<file path="config.mk">
export PLATFORM = sky130hd
export DESIGN_NAME = dmem_axi_bridge
export DESIGN_NICKNAME = d
export VERILOG_FILES = /design/src/rtl/dmem_axi_bridge.sv
export SDC_FILE = /design/constraint.sdc
export NUM_CORES = 1
export LEC_CHECK = 0
export BUFFER_PORTS_ARGS = -buffer_cell sky130_fd_sc_hd__buf_2
export CAP_MARGIN = 20
export CORE_MARGIN = 10
export CORE_UTILIZATION = 25
export CTS_BUF_LIST = sky130_fd_sc_hd__clkbuf_8
export DETAILED_ROUTE_END_ITERATION = 8
export HOLD_SLACK_MARGIN = 0.1
export PLACE_DENSITY = 0.56
export SLEW_MARGIN = 20
export SYNTH_ARGS = -nofsm -noshare
export SYNTH_HDL_FRONTEND = slang
export SYNTH_SLANG_ARGS = --single-unit
</file>
<file path="constraint.sdc">
create_clock -name clk -period 2.2 [get_ports clk]
set_input_delay 0.66 -clock clk [delete_from_list [all_inputs] [get_ports clk]]
set_output_delay 0.66 -clock clk [all_outputs]
set_load 0.005 [all_outputs]
</file>
<file path="src/rtl/dmem_axi_bridge.sv">
// dmem_axi_bridge: turns single-word TIM dmem requests into AXI4-Lite master transactions,
// one outstanding at a time, and returns the result with an error pulse on non-OKAY responses.
package dmem_axi_pkg;
    typedef struct packed {
        logic        mem_valid;
        logic        mem_instr;
        logic [31:0] mem_addr;
        logic [31:0] mem_wdata;
        logic [3:0]  mem_wstrb;
    } mem_in_type;
    typedef struct packed {
        logic        mem_ready;
        logic [31:0] mem_rdata;
    } mem_out_type;
endpackage

module dmem_axi_bridge
    import dmem_axi_pkg::*;
#(
    parameter logic [2:0] prot_data  = 3'b000,
    parameter logic [2:0] prot_instr = 3'b100
) (
    input  logic        rst,
    input  logic        clk,
    input  mem_in_type  dmem_in,
    output mem_out_type dmem_out,
    output logic        err,
    output logic        m_awvalid,
    input  logic        m_awready,
    output logic [31:0] m_awaddr,
    output logic [2:0]  m_awprot,
    output logic        m_wvalid,
    input  logic        m_wready,
    output logic [31:0] m_wdata,
    output logic [3:0]  m_wstrb,
    input  logic        m_bvalid,
    output logic        m_bready,
    input  logic [1:0]  m_bresp,
    output logic        m_arvalid,
    input  logic        m_arready,
    output logic [31:0] m_araddr,
    output logic [2:0]  m_arprot,
    input  logic        m_rvalid,
    output logic        m_rready,
    input  logic [31:0] m_rdata,
    input  logic [1:0]  m_rresp
);
    typedef enum logic [2:0] {IDLE, WADDR, WRESP, RADDR, RDATA, DONE} state_t;

    state_t      state_q, state_d;
    logic [31:0] addr_q, addr_d, wdata_q, wdata_d, rdata_q, rdata_d;
    logic [3:0]  wstrb_q, wstrb_d;
    logic [2:0]  prot_q, prot_d;
    logic [1:0]  resp_q, resp_d;
    logic        aw_done_q, aw_done_d, w_done_q, w_done_d;

    always_comb begin
        state_d   = state_q;
        addr_d    = addr_q;
        wdata_d   = wdata_q;
        wstrb_d   = wstrb_q;
        prot_d    = prot_q;
        resp_d    = resp_q;
        rdata_d   = rdata_q;
        aw_done_d = aw_done_q;
        w_done_d  = w_done_q;
        case (state_q)
            IDLE: if (dmem_in.mem_valid) begin
                addr_d    = dmem_in.mem_addr;
                wdata_d   = dmem_in.mem_wdata;
                wstrb_d   = dmem_in.mem_wstrb;
                prot_d    = dmem_in.mem_instr ? prot_instr : prot_data;
                aw_done_d = 1'b0;
                w_done_d  = 1'b0;
                state_d   = |dmem_in.mem_wstrb ? WADDR : RADDR;
            end
            WADDR: begin
                // AW and W complete independently; leave once both have handshaken
                aw_done_d = aw_done_q | m_awready;
                w_done_d  = w_done_q | m_wready;
                state_d   = (aw_done_d && w_done_d) ? WRESP : WADDR;
            end
            WRESP: if (m_bvalid) begin
                resp_d  = m_bresp;
                rdata_d = '0;
                state_d = DONE;
            end
            RADDR: state_d = m_arready ? RDATA : RADDR;
            RDATA: if (m_rvalid) begin
                resp_d  = m_rresp;
                rdata_d = m_rdata;
                state_d = DONE;
            end
            default: state_d = IDLE;
        endcase
    end

    always_ff @(posedge clk) begin
        if (!rst) begin
            state_q   <= IDLE;
            addr_q    <= '0;
            wdata_q   <= '0;
            wstrb_q   <= '0;
            prot_q    <= '0;
            resp_q    <= '0;
            rdata_q   <= '0;
            aw_done_q <= 1'b0;
            w_done_q  <= 1'b0;
        end else begin
            state_q   <= state_d;
            addr_q    <= addr_d;
            wdata_q   <= wdata_d;
            wstrb_q   <= wstrb_d;
            prot_q    <= prot_d;
            resp_q    <= resp_d;
            rdata_q   <= rdata_d;
            aw_done_q <= aw_done_d;
            w_done_q  <= w_done_d;
        end
    end

    assign m_awvalid = (state_q == WADDR) && !aw_done_q;
    assign m_wvalid  = (state_q == WADDR) && !w_done_q;
    assign m_arvalid = (state_q == RADDR);
    assign m_bready  = (state_q == WRESP);
    assign m_rready  = (state_q == RDATA);
    assign m_awaddr  = addr_q;
    assign m_araddr  = addr_q;
    assign m_awprot  = prot_q;
    assign m_arprot  = prot_q;
    assign m_wdata   = wdata_q;
    assign m_wstrb   = wstrb_q;

    assign err                = (state_q == DONE) && |resp_q;
    assign dmem_out.mem_ready = (state_q == DONE);
    assign dmem_out.mem_rdata = ((state_q == DONE) && !err) ? rdata_q : '0;
endmodule
</file>
==> flow_summary.yaml, run 1 <==
finish:
  syn_to_final_growth_pct: 32.1
  fillers: 2047
  finish.instance_area_um2: 6320
  finalNetCount: 897
  final_core_util: 0.337
  seq_area_um2: 2160
  layout_common_cells: "buf_2 (253), nand2_1 (172), dfxtp_1 (108)"
  multi_input_area_um2: 2160
  final_common_cell: "buf_2"
  drive_above_1_share: 0.379
die:
  rows: 50
  fp.dieArea_um2: 25100
  num_io_pins: 258
  die_h_um: 158
  die_x_um: 158
  core-area_um2: 18800
  initial_core_util: 0.255
route:
  drt-initial-drc-count: 176
  vias: 4428
  vias_per_cell: 4.32
  totalWireLength_um: 15900
  avgRoutedWirePerCell_um: 15.5
  dr.pass1.iters: 4
  route.detailed.drc: 0
  detail-route-antenna-nets: 0
global_routing:
  grt_first_pass_wirelength_um: 23300
  grt_usage: 0.119
  antenna_found_initial: 1
  grt_overflow: 0
  grt_pass1_vias: 4217
  grt_max_degree: 70
setup_path:
  required_ps: 1540
  end_kind: "primary output"
  crit_path_start_kind: "flop"
  crit_fanout: 16
  worstSetupPathType: "flop to primary output"
  crit_arrival_ps: 1630
place:
  dp.final_hpwl_um: 11700
  placed_area_um2: 6040
  port_buffers: 253
  place_congestion: 0.750
synthesis:
  async_flop_share: 0
  synth_top_area_frac: 0.452
  syn-cell-area_um2: 4790
  synth_edf_count: 0
  yosys_warnings: 0
  syn_inst: 577
  yosys_most_used_dff: "dfxtp_1"
  syn_area_per_cell_um2: 8.30
  synth_seq_cells: 108
  ys_types: 36
  synth.largest_area_cell: "dfxtp_1"
  synthTopCellsByArea: "dfxtp_1 (45%), nand2_1 (13%), a21boi_0 (13%)"
  ys_seq_area_frac: 0.452
sta:
  setup_ws_ps: -90.2
  setup_viol: 32
  drv_slew: 0
  clock_skew_ps: 8.51
  fmax_mhz: 437
  grt_setup_unrepaired: "yes"
  fin_crit_ps: 2290
  finalHoldViolations: 0
  fin_crit_sh: 1.04
  finalHoldWorstSlack_ps: 453
outcome:
  status: "complete, but fails checks"
  violations: "negative setup slack"
clocking:
  worstSkewPairLatency_ps: 380
  cts_made_buffers: 9
  cts_root_buffer: "clkbuf_8"
  clock_path_buffers: 2
  cts_tree: "built"
  cts_max_level: 3
  clk_pin_slew_ps: 90
  clock-sinks: 108
  ctsHoldBuffers: 0
flow_run:
  maxCapViolations: 0
worst_hold_path:
  hold_path_class: "flop to flop"
power_and_ir_drop:
  powerDensity_nw_per_um2: 626
  ir_drop_uv: 343
  finalPower_mw: 3.96
  p_leak_nw: 2.96
[worst max-delay path: stages (launching register included)]
cell,delay [ps]
dfxtp_1,320
nand3b_1,230
nor3_4,170
buf_4,140
buf_12,130
and2_1,140
buf_2,130
[synth_stat cells, types with 4 or more instances]
cell type	number
a21boi_0	84
a21boi_1	17
a21oi_1	4
and2_1	32
buf_2	23
buf_4	40
clkbuf_1	20
dfxtp_1	108
nand2_1	172
nand3_1	32
nor2_1	5
nor2b_1	4
[layer usage]
layer / up-vias / GRT usage / wire length (um)
li1: 2256 / - / -
met1: 2014 / 0.140 / 6760
met4: 0 / 0.0415 / 247
met3: 11 / 0.0418 / 1320
met2: 147 / 0.195 / 7560
met5: - / 0 / 0
[state kept, by name, indices dropped and copies added, names as in the netlist]
name	cells
m_arprot	1
aw_done_q	1
m_wdata	32
w_done_q	1
state_q	3
resp_q	2
m_wstrb	4
rdata_q	32
m_araddr	32
[power breakdown]
group | internal (mW) | switching [mW]
combinational | 0.296 | 0.324
clock | 0.549 | 0.682
sequential | 2.05 | 0.0549
[cells by family (layout without fill, tap and decap cells)]
kind of cell / Yosys count / in the layout / share of synthesized area
other: 1 / 5 / 0.000783
flip-flops: 108 / 108 / 0.452
AND/OR/NAND/NOR: 263 / 263 / 0.254
multiplexers: 3 / 3 / 0.00653
AO/OA/AOI/OAI: 116 / 116 / 0.181
buffers and inverters: 86 / 295 / 0.106
[cell type report]
cell class	count	area share
antenna	1	0.000396
clock buffer	10	0.0218
clock inverter	6	0.00891
inverter	2	0.00119
multi-input combinational	386	0.341
sequential	108	0.342
tap	234	0.0463
timing repair buffer	277	0.238
[final timing paths]
path	startpoint	end	slack, ps	cells past startpoint
hold reg to reg	m_wdata[16]$_SDFFE_PN0P_	m_wdata[16]$_SDFFE_PN0P_	450	2
hold / removal	m_wdata[16]$_SDFFE_PN0P_	m_wdata[16]$_SDFFE_PN0P_	450	2
setup / recovery	state_q[1]$_SDFFE_PN0P_	dmem_out[22]	-90	6
setup reg to reg	state_q[0]$_SDFFE_PN0P_	m_wdata[13]$_SDFFE_PN0P_	320	6
[stage by stage]
stage          TNS [ps]  worst slack, ps  cells
5_1_grt           -5680             -197   1024
3_5_place_dp          0              133   1000
4_1_cts           -3350             -124   1020
6_report          -2210            -90.2   1024
3_3_place_gp          0              174   1000
2_1_floorplan         0              278    580
[repair_timing]
item / 4_1_cts / 5_1_grt
resized for setup: 3 / 2
endpoints found under the setup margin: 34 / 35
cloned: 1 / 0
setup buffers: 3 / 3
No activity file was read; power rests on OpenSTA's default activity.
==> inputs of run 2 (changes only) <==
Settings changed: ABC_AREA set to 1.
==> run 2 against run 1 <==
  * Global-route usage grew 0.49 points
  * Clock-buffer cell count did not move
  * Non-clock buffer count shrank 5
  * The run still ends with negative setup slack left
  * Largest cell class unchanged
  * Worst setup slack improved by 85 ps
  * Via count up 6.0%
  * Sequential power grew 4%
  * Register-to-register slack improved by 140 ps
  * Combinational power up 55%
  * Synthesized area shrank 1.8%
  * Power grew 8.4%
  * Wire length is 2.1% higher
==> flow_summary.yaml, run 2 <==
clocking:
  clock_path_buffers: 2
  cts_root_buffer: "clkbuf_8"
  worstSkewPairLatency_ps: 380
  ctsHoldBuffers: 0
  clock-sinks: 108
  cts_tree: "built"
  cts_max_level: 3
  clk_pin_slew_ps: 100
  cts_made_buffers: 9
die:
  fp.dieArea_um2: 24700
  rows: 50
  num_io_pins: 258
  die_h_um: 157
  die_x_um: 157
  core-area_um2: 18600
  initial_core_util: 0.253
place:
  place_congestion: 0.748
  placed_area_um2: 5860
  dp.final_hpwl_um: 11600
  port_buffers: 253
  place_ws_ps: 294
  place_inst: 1062
synthesis:
  synthTopCellsByArea: "dfxtp_1 (46%), nand2_1 (12%), a21oi_1 (11%)"
  syn_inst: 641
  ys_seq_area_frac: 0.460
  yosys_warnings: 0
  async_flop_share: 0
  yosys_most_used_dff: "dfxtp_1"
  synth_edf_count: 0
  synth_top_area_frac: 0.460
  synth_commonest_cells: "nand2_1 (153), dfxtp_1 (108), a21oi_1 (102)"
  yosysMostFrequentCell: "nand2_1"
  syn_area_per_cell_um2: 7.33
  synth.largest_area_cell: "dfxtp_1"
  synth_seq_cells: 108
  ys_types: 24
  syn-cell-area_um2: 4700
finish:
  finalNetCount: 960
  fillers: 2021
  layout_common_cells: "buf_2 (252), nand2_1 (152), dfxtp_1 (105)"
  syn_to_final_growth_pct: 34.9
  final_common_cell: "buf_2"
  finish.instance_area_um2: 6340
  finalNonFillerCells: 1087
  drive_above_1_share: 0.399
global_routing:
  grt_overflow: 0
  grt_first_pass_wirelength_um: 24500
  grt_max_degree: 68
  grt_pass1_vias: 4590
  grt_usage: 0.123
  antenna_found_initial: 4
route:
  totalWireLength_um: 16200
  drt-initial-drc-count: 161
  vias_per_cell: 4.32
  avgRoutedWirePerCell_um: 14.9
  vias: 4693
  dr.pass1.iters: 5
  route.detailed.drc: 0
  detail-route-antenna-nets: 0
sta:
  grt_setup_unrepaired: "yes"
  fmax_mhz: 453
  drv_slew: 0
  finalHoldViolations: 0
  clock_skew_ps: 10.9
  setup_ws_ps: -5.58
  fin_crit_sh: 1.00
  fin_crit_ps: 2210
  setup_viol: 3
power_and_ir_drop:
  finalPower_mw: 4.29
  powerDensity_nw_per_um2: 677
  ir_drop_uv: 312
  p_leak_nw: 2.91
setup_path:
  end_kind: "primary output"
  required_ps: 1540
  crit_path_start_kind: "flop"
  rr_worst_depth: 7
  worstSetupPathType: "flop to primary output"
  crit_fanout: 8
  crit_arrival_ps: 1550
outcome:
  violations: "negative setup slack"
  status: "complete, but fails checks"
worst_hold_path:
  hold_path_depth: 2
  hold_path_class: "flop to flop"
flow_run:
  maxCapViolations: 0
## run 2: cell types whose count changed after synthesis, sizes merged, moves of 3 or more
| cell | change |
|---|---|
| nand2 | -12 |
| nor2 | +49 |
| a21boi | -101 |
| inv | +49 |
| clkbuf | -4 |
| a22oi | -3 |
| nor2b | -4 |
| o21ai | +3 |
| and2 | -32 |
| nand3 | +43 |
| a21oi | +100 |
| nor3b | -3 |
## run 2: kinds of logic (layout without fill, tap and decap cells)
kind of cell | count (synthesis) | count (layout) | synth area share
AND/OR/NAND/NOR | 293 | 293 | 0.273
buffers and inverters | 131 | 339 | 0.149
AO/OA/AOI/OAI | 108 | 108 | 0.117
flip-flops | 108 | 108 | 0.460
other | 1 | 5 | 0.000798
## run 2: power breakdown
group / internal, mW / total [mW] / switching (mW)
Clock: 0.442 / 1.14 / 0.703
Combinational: 0.383 / 0.961 / 0.578
Sequential: 2.10 / 2.19 / 0.0864
Total: 2.92 / 4.29 / 1.37
## run 2: worst paths after layout
| kind | end | start | slack, ps |
|---|---|---|---|
| max | dmem_out[24] | state_q[1]$_SDFFE_PN0P_ | -6 |
| min | m_wdata[28]$_SDFFE_PN0P_ | m_wdata[28]$_SDFFE_PN0P_ | 460 |
| min reg2reg | m_wdata[28]$_SDFFE_PN0P_ | m_wdata[28]$_SDFFE_PN0P_ | 460 |
| max reg2reg | rdata_q[17]$_SDFFE_PN0P_ | state_q[0]$_SDFFE_PN0P_ | 460 |
## run 2: layout make-up
cell class                 instances  area [um2]  share of cell area
sequential                       108        2170               0.343
multi-input combinational        405        2000               0.316
timing repair buffer             272        1500               0.236
tap                              234         293              0.0462
inverter                          51         195              0.0308
clock buffer                      10         138              0.0217
clock inverter                     6        40.0             0.00632
antenna                            1        2.50            0.000395
## run 2: per-layer routing
layer | up-vias | track usage | share of wire | routed length (um)
met2 | 158 | 0.210 | 0.49 | 7870
met1 | 2110 | 0.131 | 0.39 | 6360
met5 | - | 0 | 0.0021 | 34
met4 | 6 | 0.0272 | 0.0096 | 156
li1 | 2403 | - | - | -
met3 | 16 | 0.0696 | 0.11 | 1800
## run 2: timing repair
item	4_1_cts	5_1_grt
pin swaps	2	2
buffers inserted	4	1
gates cloned	2	1
endpoints found under the setup margin	34	34
resized for setup	18	38
## run 2: stage by stage
stage | hold slack, ps | utilization | TNS (ps)
floorplan | 439 | - | 0
global placement | 446 | 0.315 | 0
detailed placement | 449 | 0.315 | 0
CTS | 464 | 0.332 | -838
global route | 485 | 0.341 | -3280
finish | 462 | 0.341 | -10.4
## run 2: critical path, cell delays in order, from the launching register on
cell	delay, ps
dfxtp_2	340
inv_2	70
nand2_4	60
nor2_4	110
nand3_4	180
clkbuf_16	230
nor2_2	80
buf_2	110
